File: config.mk
export PLATFORM = sky130hd
export DESIGN_NAME = object_line_scheduler
export DESIGN_NICKNAME = d
export VERILOG_FILES = /design/src/rtl/object_line_scheduler.sv
export SDC_FILE = /design/constraint.sdc
export NUM_CORES = 1
export LEC_CHECK = 0
export CAP_MARGIN = 15
export CORE_MARGIN = 5
export CORE_UTILIZATION = 35
export CTS_BUF_LIST = sky130_fd_sc_hd__clkbuf_2 sky130_fd_sc_hd__clkbuf_4 sky130_fd_sc_hd__clkbuf_8
export CTS_CLUSTER_DIAMETER = 200
export DETAILED_ROUTE_END_ITERATION = 8
export GPL_ROUTABILITY_DRIVEN = 0
export PLACE_DENSITY = 0.66
export SYNTH_ARGS = -nofsm -noshare
export SYNTH_HDL_FRONTEND = slang
export SYNTH_SLANG_ARGS = --single-unit
export TNS_END_PERCENT = 1
File: constraint.sdc
create_clock -name clk -period 3.29 [get_ports clk]
set_input_delay 0.658 -clock clk [delete_from_list [all_inputs] [get_ports clk]]
set_output_delay 0.658 -clock clk [all_outputs]
set_load 0.03 [all_outputs]
File: src/rtl/object_line_scheduler.sv
// Per-scanline object scheduler: scans every object entry during hblank, collects up to SLOTS
// hits for the target line in a shadow list, and publishes that list to the renderers on line_swap.
module object_line_scheduler #(
  parameter int OBJ_LIMIT = 8,
  parameter int SLOTS     = 4,
  parameter int SPRITE_H  = 32,
  parameter int IDX_W     = 3
) (
  input  logic                     clk,
  input  logic                     rst,
  input  logic                     line_start,
  input  logic [9:0]               next_line,
  input  logic                     line_swap,
  input  logic [OBJ_LIMIT-1:0]     obj_active,
  input  logic [OBJ_LIMIT*10-1:0]  obj_y,
  output logic [SLOTS-1:0]         slot_valid,
  output logic [SLOTS*IDX_W-1:0]   slot_idx,
  output logic [SLOTS*5-1:0]       slot_row,
  output logic                     scan_busy,
  output logic                     scan_done,
  output logic                     overflow,
  output logic                     swap_miss
);

  // state | meaning
  // IDLE  | waiting for line_start
  // SCAN  | evaluating object idx_q, one per cycle
  // DONE  | scan finished, shadow list ready to publish
  localparam logic [1:0] S_IDLE = 2'd0;
  localparam logic [1:0] S_SCAN = 2'd1;
  localparam logic [1:0] S_DONE = 2'd2;

  localparam int CNT_W = $clog2(SLOTS + 1);
  localparam logic [CNT_W-1:0] SLOTS_C  = CNT_W'(SLOTS);
  localparam logic [IDX_W-1:0] IDX_LAST = IDX_W'(OBJ_LIMIT - 1);

  logic [1:0]               state_q, state_d;
  logic [9:0]               tgt_q, tgt_d;
  logic [IDX_W-1:0]         idx_q, idx_d;
  logic [CNT_W-1:0]         cnt_q, cnt_d;
  logic [SLOTS*IDX_W-1:0]   sh_idx_q, sh_idx_d;
  logic [SLOTS*5-1:0]       sh_row_q, sh_row_d;
  logic                     ready_q, ready_d;
  logic [SLOTS-1:0]         pub_valid_q, pub_valid_d;
  logic [SLOTS*IDX_W-1:0]   pub_idx_q, pub_idx_d;
  logic [SLOTS*5-1:0]       pub_row_q, pub_row_d;
  logic                     ovf_q, ovf_d;
  logic                     miss_q, miss_d;

  logic [9:0]  cur_y;
  logic [10:0] diff;
  logic        hit;

  // 11-bit compare keeps y + SPRITE_H from wrapping near the bottom of the 10-bit range
  always_comb begin
    cur_y = obj_y[int'(idx_q)*10 +: 10];
    diff  = {1'b0, tgt_q} - {1'b0, cur_y};
    hit   = obj_active[idx_q]
            && ({1'b0, tgt_q} >= {1'b0, cur_y})
            && ({1'b0, tgt_q} < ({1'b0, cur_y} + 11'(SPRITE_H)));
  end

  always_comb begin
    state_d     = state_q;
    tgt_d       = tgt_q;
    idx_d       = idx_q;
    cnt_d       = cnt_q;
    sh_idx_d    = sh_idx_q;
    sh_row_d    = sh_row_q;
    ready_d     = ready_q;
    pub_valid_d = pub_valid_q;
    pub_idx_d   = pub_idx_q;
    pub_row_d   = pub_row_q;
    ovf_d       = ovf_q;
    miss_d      = miss_q;

    if (line_swap) begin
      if (ready_q) begin
        for (int s = 0; s < SLOTS; s++) pub_valid_d[s] = (CNT_W'(s) < cnt_q);
        pub_idx_d = sh_idx_q;
        pub_row_d = sh_row_q;
        ready_d   = 1'b0;
      end else begin
        pub_valid_d = '0;
        pub_idx_d   = '0;
        pub_row_d   = '0;
        miss_d      = 1'b1;
      end
    end

    case (state_q)
      S_SCAN: begin
        if (hit) begin
          if (cnt_q < SLOTS_C) begin
            sh_idx_d[int'(cnt_q)*IDX_W +: IDX_W] = idx_q;
            sh_row_d[int'(cnt_q)*5 +: 5]         = diff[4:0];
            cnt_d = cnt_q + CNT_W'(1);
          end else begin
            ovf_d = 1'b1;
          end
        end
        if (idx_q == IDX_LAST) begin
          state_d = S_DONE;
          ready_d = 1'b1;
        end else begin
          idx_d = idx_q + IDX_W'(1);
        end
      end
      S_DONE:  state_d = S_IDLE;
      default: state_d = S_IDLE;
    endcase

    // a new scan always wins, aborting whatever was in progress
    if (line_start) begin
      state_d  = S_SCAN;
      tgt_d    = next_line;
      idx_d    = '0;
      cnt_d    = '0;
      sh_idx_d = '0;
      sh_row_d = '0;
      ready_d  = 1'b0;
    end
  end

  always_ff @(posedge clk) begin
    if (rst) begin
      state_q     <= S_IDLE;
      tgt_q       <= '0;
      idx_q       <= '0;
      cnt_q       <= '0;
      sh_idx_q    <= '0;
      sh_row_q    <= '0;
      ready_q     <= 1'b0;
      pub_valid_q <= '0;
      pub_idx_q   <= '0;
      pub_row_q   <= '0;
      ovf_q       <= 1'b0;
      miss_q      <= 1'b0;
    end else begin
      state_q     <= state_d;
      tgt_q       <= tgt_d;
      idx_q       <= idx_d;
      cnt_q       <= cnt_d;
      sh_idx_q    <= sh_idx_d;
      sh_row_q    <= sh_row_d;
      ready_q     <= ready_d;
      pub_valid_q <= pub_valid_d;
      pub_idx_q   <= pub_idx_d;
      pub_row_q   <= pub_row_d;
      ovf_q       <= ovf_d;
      miss_q      <= miss_d;
    end
  end

  assign slot_valid = pub_valid_q;
  assign slot_idx   = pub_idx_q;
  assign slot_row   = pub_row_q;
  assign scan_busy  = (state_q == S_SCAN);
  assign scan_done  = (state_q == S_DONE);
  assign overflow   = ovf_q;
  assign swap_miss  = miss_q;

endmodule

# ---- Yosys cells after proc, flatten, opt, wreduce, memory -nomap -nowiden
# Index checks and enable logic that the tools add are counted.
dict set report word_totals {
  regBits 89
  input_bits 102
  out_inout_bits 40
  wordCells 64
}
dict set report op_classes {
  n_addsub 6
  mul 3
  magnitude_cmp 8
  eq_ne 4
  shifts 5
  mux 13
  n_bitwise 4
  reduce_logical 8
}
# cell n
set op_table {}
lappend op_table {{80-bit by 8-bit indexed part select with 10-bit output} 1}
lappend op_table {{5-bit negator with 33-bit output} 1}
lappend op_table {{6-bit negator with 33-bit output} 1}
lappend op_table {{3-bit by 33-bit variable shift with 12-bit output (first input constant)} 1}
lappend op_table {{5-bit by 33-bit variable shift with 20-bit output (first input constant)} 1}
lappend op_table {{3-bit by 33-bit indexed part select with 12-bit output} 1}
lappend op_table {{5-bit by 33-bit indexed part select with 20-bit output} 1}
lappend op_table {{20-bit bitwise mux} 1}
lappend op_table {{20-bit two-way mux} 1}
lappend op_table {{12-bit bitwise mux} 1}
lappend op_table {{3-bit by 3-bit multiplier with 6-bit output (second input constant)} 2}
lappend op_table {{12-bit two-way mux} 1}
lappend op_table {{10-bit by 6-bit adder with 11-bit output (second input constant)} 1}
lappend op_table {{10-bit by 11-bit < comparator with 1-bit output} 1}
lappend op_table {{10-bit greater-or-equal comparator} 1}
lappend op_table {{1-bit two-way mux} 7}
lappend op_table {{3-bit by 1-bit adder with 3-bit output (second input constant)} 2}
lappend op_table {{1-bit by 3-bit < comparator with 1-bit output (first input constant)} 2}
lappend op_table {{2-bit by 3-bit < comparator with 1-bit output (first input constant)} 2}
lappend op_table {{3-bit AND reduction} 2}
lappend op_table {{3-bit by 2-bit multiplier with 5-bit output (second input constant)} 1}
lappend op_table {{5-bit subtractor} 1}
lappend op_table {{3-bit by 4-bit < comparator with 1-bit output (second input constant)} 1}
lappend op_table {{4-bit two-way mux} 1}
lappend op_table {{other kinds (11)} 16}

# ---- Depth between registers and ports, before layout
dict set report depth {
  depth_word 6
  mapped_depth 16
  depth_no_buf 13
}

# ---- Worst setup path before layout
# No wires, ideal clock.
dict set report synth_timing {
  path_kind {reg-to-reg}
  start {reg idx_q[0]}
  end {reg sh_idx_q[6]}
  setup_time_ps 72
  arrival_ps 3444
  required_time_ps 3218
  path_slack_ps -226
  stages_incl_launch_ff 15
  path_buffers 4
  synth_period_minus_slack_ps 3516
  cell_sequence {dfxtp_1 -> buf_6 -> buf_12 -> clkbuf_1 -> mux4_2 -> mux2i_1 -> ha_1 -> nor2b_1 -> o31a_1 -> o21ai_0 -> a31oi_1 -> o22a_4 -> buf_12 -> nor2_8 -> mux2i_1}
}
dict set report synth_via {
  elab_chain_cells 6
  word_cells_on_any_way 12
  classes_between {add/sub: 1; mul: 1; order compare: 2; shift: 2; mux: 3; reduce/logical: 3}
}
# item line_no
set synth_lines {}
lappend synth_lines {{from (decl)} 39} ;# logic [IDX_W-1:0] idx_q, idx_d;
lappend synth_lines {{from (signal assigned)} 142} ;# idx_q <= idx_d;
lappend synth_lines {{3-bit by 3-bit multiplier with 6-bit output} 56} ;# cur_y = obj_y[int'(idx_q)*10 +: 10];
lappend synth_lines {{80-bit by 8-bit indexed part select with 10-bit output} 56}
lappend synth_lines {{10-bit by 6-bit adder with 11-bit output / 10-bit greater-or-equal comparator (equally long branches)} {60, 59}}
lappend synth_lines {{10-bit by 11-bit < comparator with 1-bit output / 1-bit logical AND (equally long branches)} {60, 59}}
lappend synth_lines {{1-bit logical AND} 60} ;# && ({1'b0, tgt_q} < ({1'b0, cur_y} + 11'(SPRITE_H)));
lappend synth_lines {{3-bit AND reduction (no line)} n/a}
lappend synth_lines {{to (signal assigned)} 144} ;# sh_idx_q <= sh_idx_d;
lappend synth_lines {{to (decl)} 41} ;# logic [SLOTS*IDX_W-1:0] sh_idx_q, sh_idx_d;
# Several ways; a longest one is shown, not always the timed one. The select of a mux whose other input is x is not followed.
# A chain may end at the register's enable or synchronous reset.

# ---- Final worst setup path
dict set report layout_timing {
  start {in obj_y[45]}
  end {reg sh_row_q[12]}
}
dict set report layout_via {
  elab_chain_cells 5
  word_cells_on_any_way 10
  classes_between {add/sub: 2; order compare: 2; shift: 2; mux: 1; reduce/logical: 3}
}
# item line_no
set layout_lines {}
lappend layout_lines {{from (decl)} 15} ;# input logic [OBJ_LIMIT*10-1:0] obj_y,
lappend layout_lines {{80-bit by 8-bit indexed part select with 10-bit output (*)} 56}
lappend layout_lines {{10-bit by 6-bit adder with 11-bit output / 10-bit greater-or-equal comparator (equally long branches)} {60, 59}}
lappend layout_lines {{10-bit by 11-bit < comparator with 1-bit output / 1-bit logical AND (equally long branches)} {60, 59}}
lappend layout_lines {{1-bit logical AND} 60}
lappend layout_lines {{3-bit AND reduction (no line)} n/a}
lappend layout_lines {{to (signal assigned)} 145} ;# sh_row_q <= sh_row_d;
lappend layout_lines {{to (decl)} 42} ;# logic [SLOTS*5-1:0] sh_row_q, sh_row_d;
# Mark *: on every way between the ends. The rest lies on a longest branch, timed or not.

==> impl_metrics.tcl <==
set metrics [dict create \
    status "completed" \
    ios 142 \
    antennaDiodeCount 0 \
    synth.area.mux_share_pct 22.6 \
    die_w_um 127 \
    synth_top_area_share_pct 37.1 \
    rows 42 \
    yosysWarnings 0 \
    crit_arrival_ps 3450 \
    maxSlewHeadroom_pct 59.5 \
    hold_slack_ps 462 \
    clock_path_buffers 2 \
    worstMarginPinSlew_ps 607 \
    ys_seq_elements 89 \
    leakage_uw 0.00269 \
    fin_nets 776 \
    tns_ps 0 \
    peakVddDrop_mv 0.201 \
    crit_path_max_fanout 8 \
    clk_latency_ps 360 \
    cts_made_buffers 9 \
    postRouteAntennaNets 0 \
    drt_pass1_iterations 4 \
    synth_largest_area_cell "dfxtp_1" \
    syn_nets 616 \
    routedWlPerCell_um 15.3 \
    worstSetupPathType "in -> reg" \
    synth_area_leaders "dfxtp_1 (37%), mux2i_1 (11%), mux4_2 (6.1%)" \
    syn_area_um2 4800 \
    min_period_ps 3160 \
    syn2layout_area_growth_pct 45.6 \
    postSynthCellCount 491 \
    wirelength_um 12700 \
    port_buffers 141 \
    synthFlopType "dfxtp_1" \
    cts.reportedPaths.clkPinSlew_ps 90 \
    hold_viol 0 \
    fin_cells 832 \
    grt_pass1_vias 4374 \
    die-area_um2 16100 \
    dp.cells 806 \
    async_flop_share_pct 0 \
    drt_iter0_markers 149 \
    power_density_nw_per_um2 341 \
    synth_xor_area_share_pct 1.10 \
    drv_cap 0 \
    synth_simple_gate_area_share_pct 19.7 \
    synth_compound_area_share_pct 8.66 \
    end_kind "flip-flop" \
    yosysSeqAreaShare_pct 37.1 \
    critPathRequiredTime_ps 3580 \
    dieHeight_um 127 \
    start_util_pct 35.9 \
    post-route-period-util_pct 96.1 \
    synth_edf_count 0 \
    ys_top_cells_by_count "dfxtp_1 (89), nand2_1 (55), mux2i_1 (53)" \
    synth_cell_types 46 \
    drive_above_1_share_pct 16.6 \
    viasPerCell 4.96 \
    yosysMostFrequentCell "dfxtp_1" \
    hp-class "reg -> reg" \
    cts_sinks 89 \
    dp_hpwl_um 9990 \
    synthAdderAreaFrac_pct 6.16 \
    slew_violations 0 \
    root_buffer "clkbuf_8" \
    cts_tree "built" \
    grt_max_degree 46 \
    vias 4128 \
    drt_drc_violations_left 0 \
    num-fill-cells 1246 \
    grt.overflow.total 0 \
    finalSetupViolCount 0 \
    h-tree-depth 3 \
    synth_top_family_by_area "multiplexers" \
    grt_pass1_wl_um 20600 \
    track_usage_pct 15.5 \
    critPathLaunchType "input port" \
    max_freq_mhz 316 \
    synth.avg_cell_area_um2 9.77 \
    clock_skew_ps 10.8 \
    core_um2 13300 \
    antenna_found_initial 0 \
]
[metal layers]
layer	global-route usage [%]	vias up	routed length, um
met2	27.0	145	6180
li1	-	2046	-
met1	18.2	1920	5350
met3	4.97	17	1010
met5	0	-	0
met4	4.86	0	190
[critical path: stages]
cell and delay, ps:
clkdlybuf4s50_1 400, mux4_2 470, mux2i_2 190, buf_4 140, buf_4 100, ha_1 170, o21a_1 140, o211ai_1 80
a31o_2 240, a21oi_4 170, buf_12 140, nand3_2 110, nor2_8 220, mux2i_1 220
[placed cells by master, fill, tap and decap left out, drive strengths merged, types with 2 or more instances in the layout]
cell type      synthesis  layout
a21o                   3       3
a21oi                 44      44
a31oi                  3       3
and3                   2       2
buf                    9      45
bufinv                 0       2
clkbuf                26      12
clkdlybuf4s50          0     112
clkinv                 0       2
dfxtp                 89      89
dlymetal6s2s           0      27
ha                    22      22
inv                   12      12
mux2i                 54      54
mux4                  22      22
nand2                 55      55
nand2b                39      39
nand3                 44      44
nand4                  2       2
nor2                  30      30
nor2b                  4       4
o211ai                 2       2
o21a                   2       2
o21ai                  6       6
o31ai                  2       2
xnor2                  4       4
xor2                   2       2
[cell families (layout without fill, tap and decap cells)]
group           count (synthesis)  in the layout
xor+xnor                        6              6
simple gates                  180            180
flops                          89             89
compound gates                 69             69
fa+ha+maj                      23             23
buf+inv                        47            212
mux                            77             77
[where the power goes]
part           switching (uW)  leakage (uW)  internal [uW]
sequential               8.78      0.000720           1090
clock                     381      0.000115            457
combinational             185       0.00186            265
total                     575       0.00269           1810
[worst paths after layout]
path | start | to | slack (ps) | depth (start not counted)
setup reg to reg | idx_q[0] | sh_row_q[12] | 170 | 14
setup / recovery | obj_y[45] | sh_row_q[12] | 130 | 14
hold / removal | sh_row_q[8] | sh_row_q[8] | 460 | 2
hold reg to reg | sh_row_q[8] | sh_row_q[8] | 460 | 2
[layout make-up]
cell class | count | area (um2) | share of cell area (%)
clock inverter | 4 | 77.6 | 1.11
multi-input combinational | 355 | 2880 | 41.3
timing repair buffer | 184 | 1830 | 26.2
inverter | 12 | 45.0 | 0.645
clock buffer | 12 | 146 | 2.10
tap | 176 | 220 | 3.15
sequential | 89 | 1780 | 25.5
[flip-flops by register name (all words and copies together) (netlist names)]
name	count
idx_q	3
state_q	2
swap_miss	1
slot_row	20
slot_valid	4
slot_idx	12
overflow	1
sh_idx_q	12
sh_row_q	20
ready_q	1
cnt_q	3
tgt_q	10
[stage by stage]
step / area [um2] / power, uW / setup slack [ps] / util, %
floorplan: 4800 / 1330 / 43.4 / -
global placement: 6520 / 1540 / -312 / 48.8
detailed placement: 6520 / 1550 / -356 / 48.8
CTS: 6740 / 2380 / 21.3 / 50.5
global route: 6990 / 2500 / -0.772 / 52.3
finish: 6990 / 2380 / 129 / 52.3
[repair_timing]
item	in CTS	in global routing
setup endpoints to repair	0	35
gates resized for setup	0	53
hold buffers	0	0
setup buffers	0	10
Note: power is estimated with default switching activity, not from simulation.
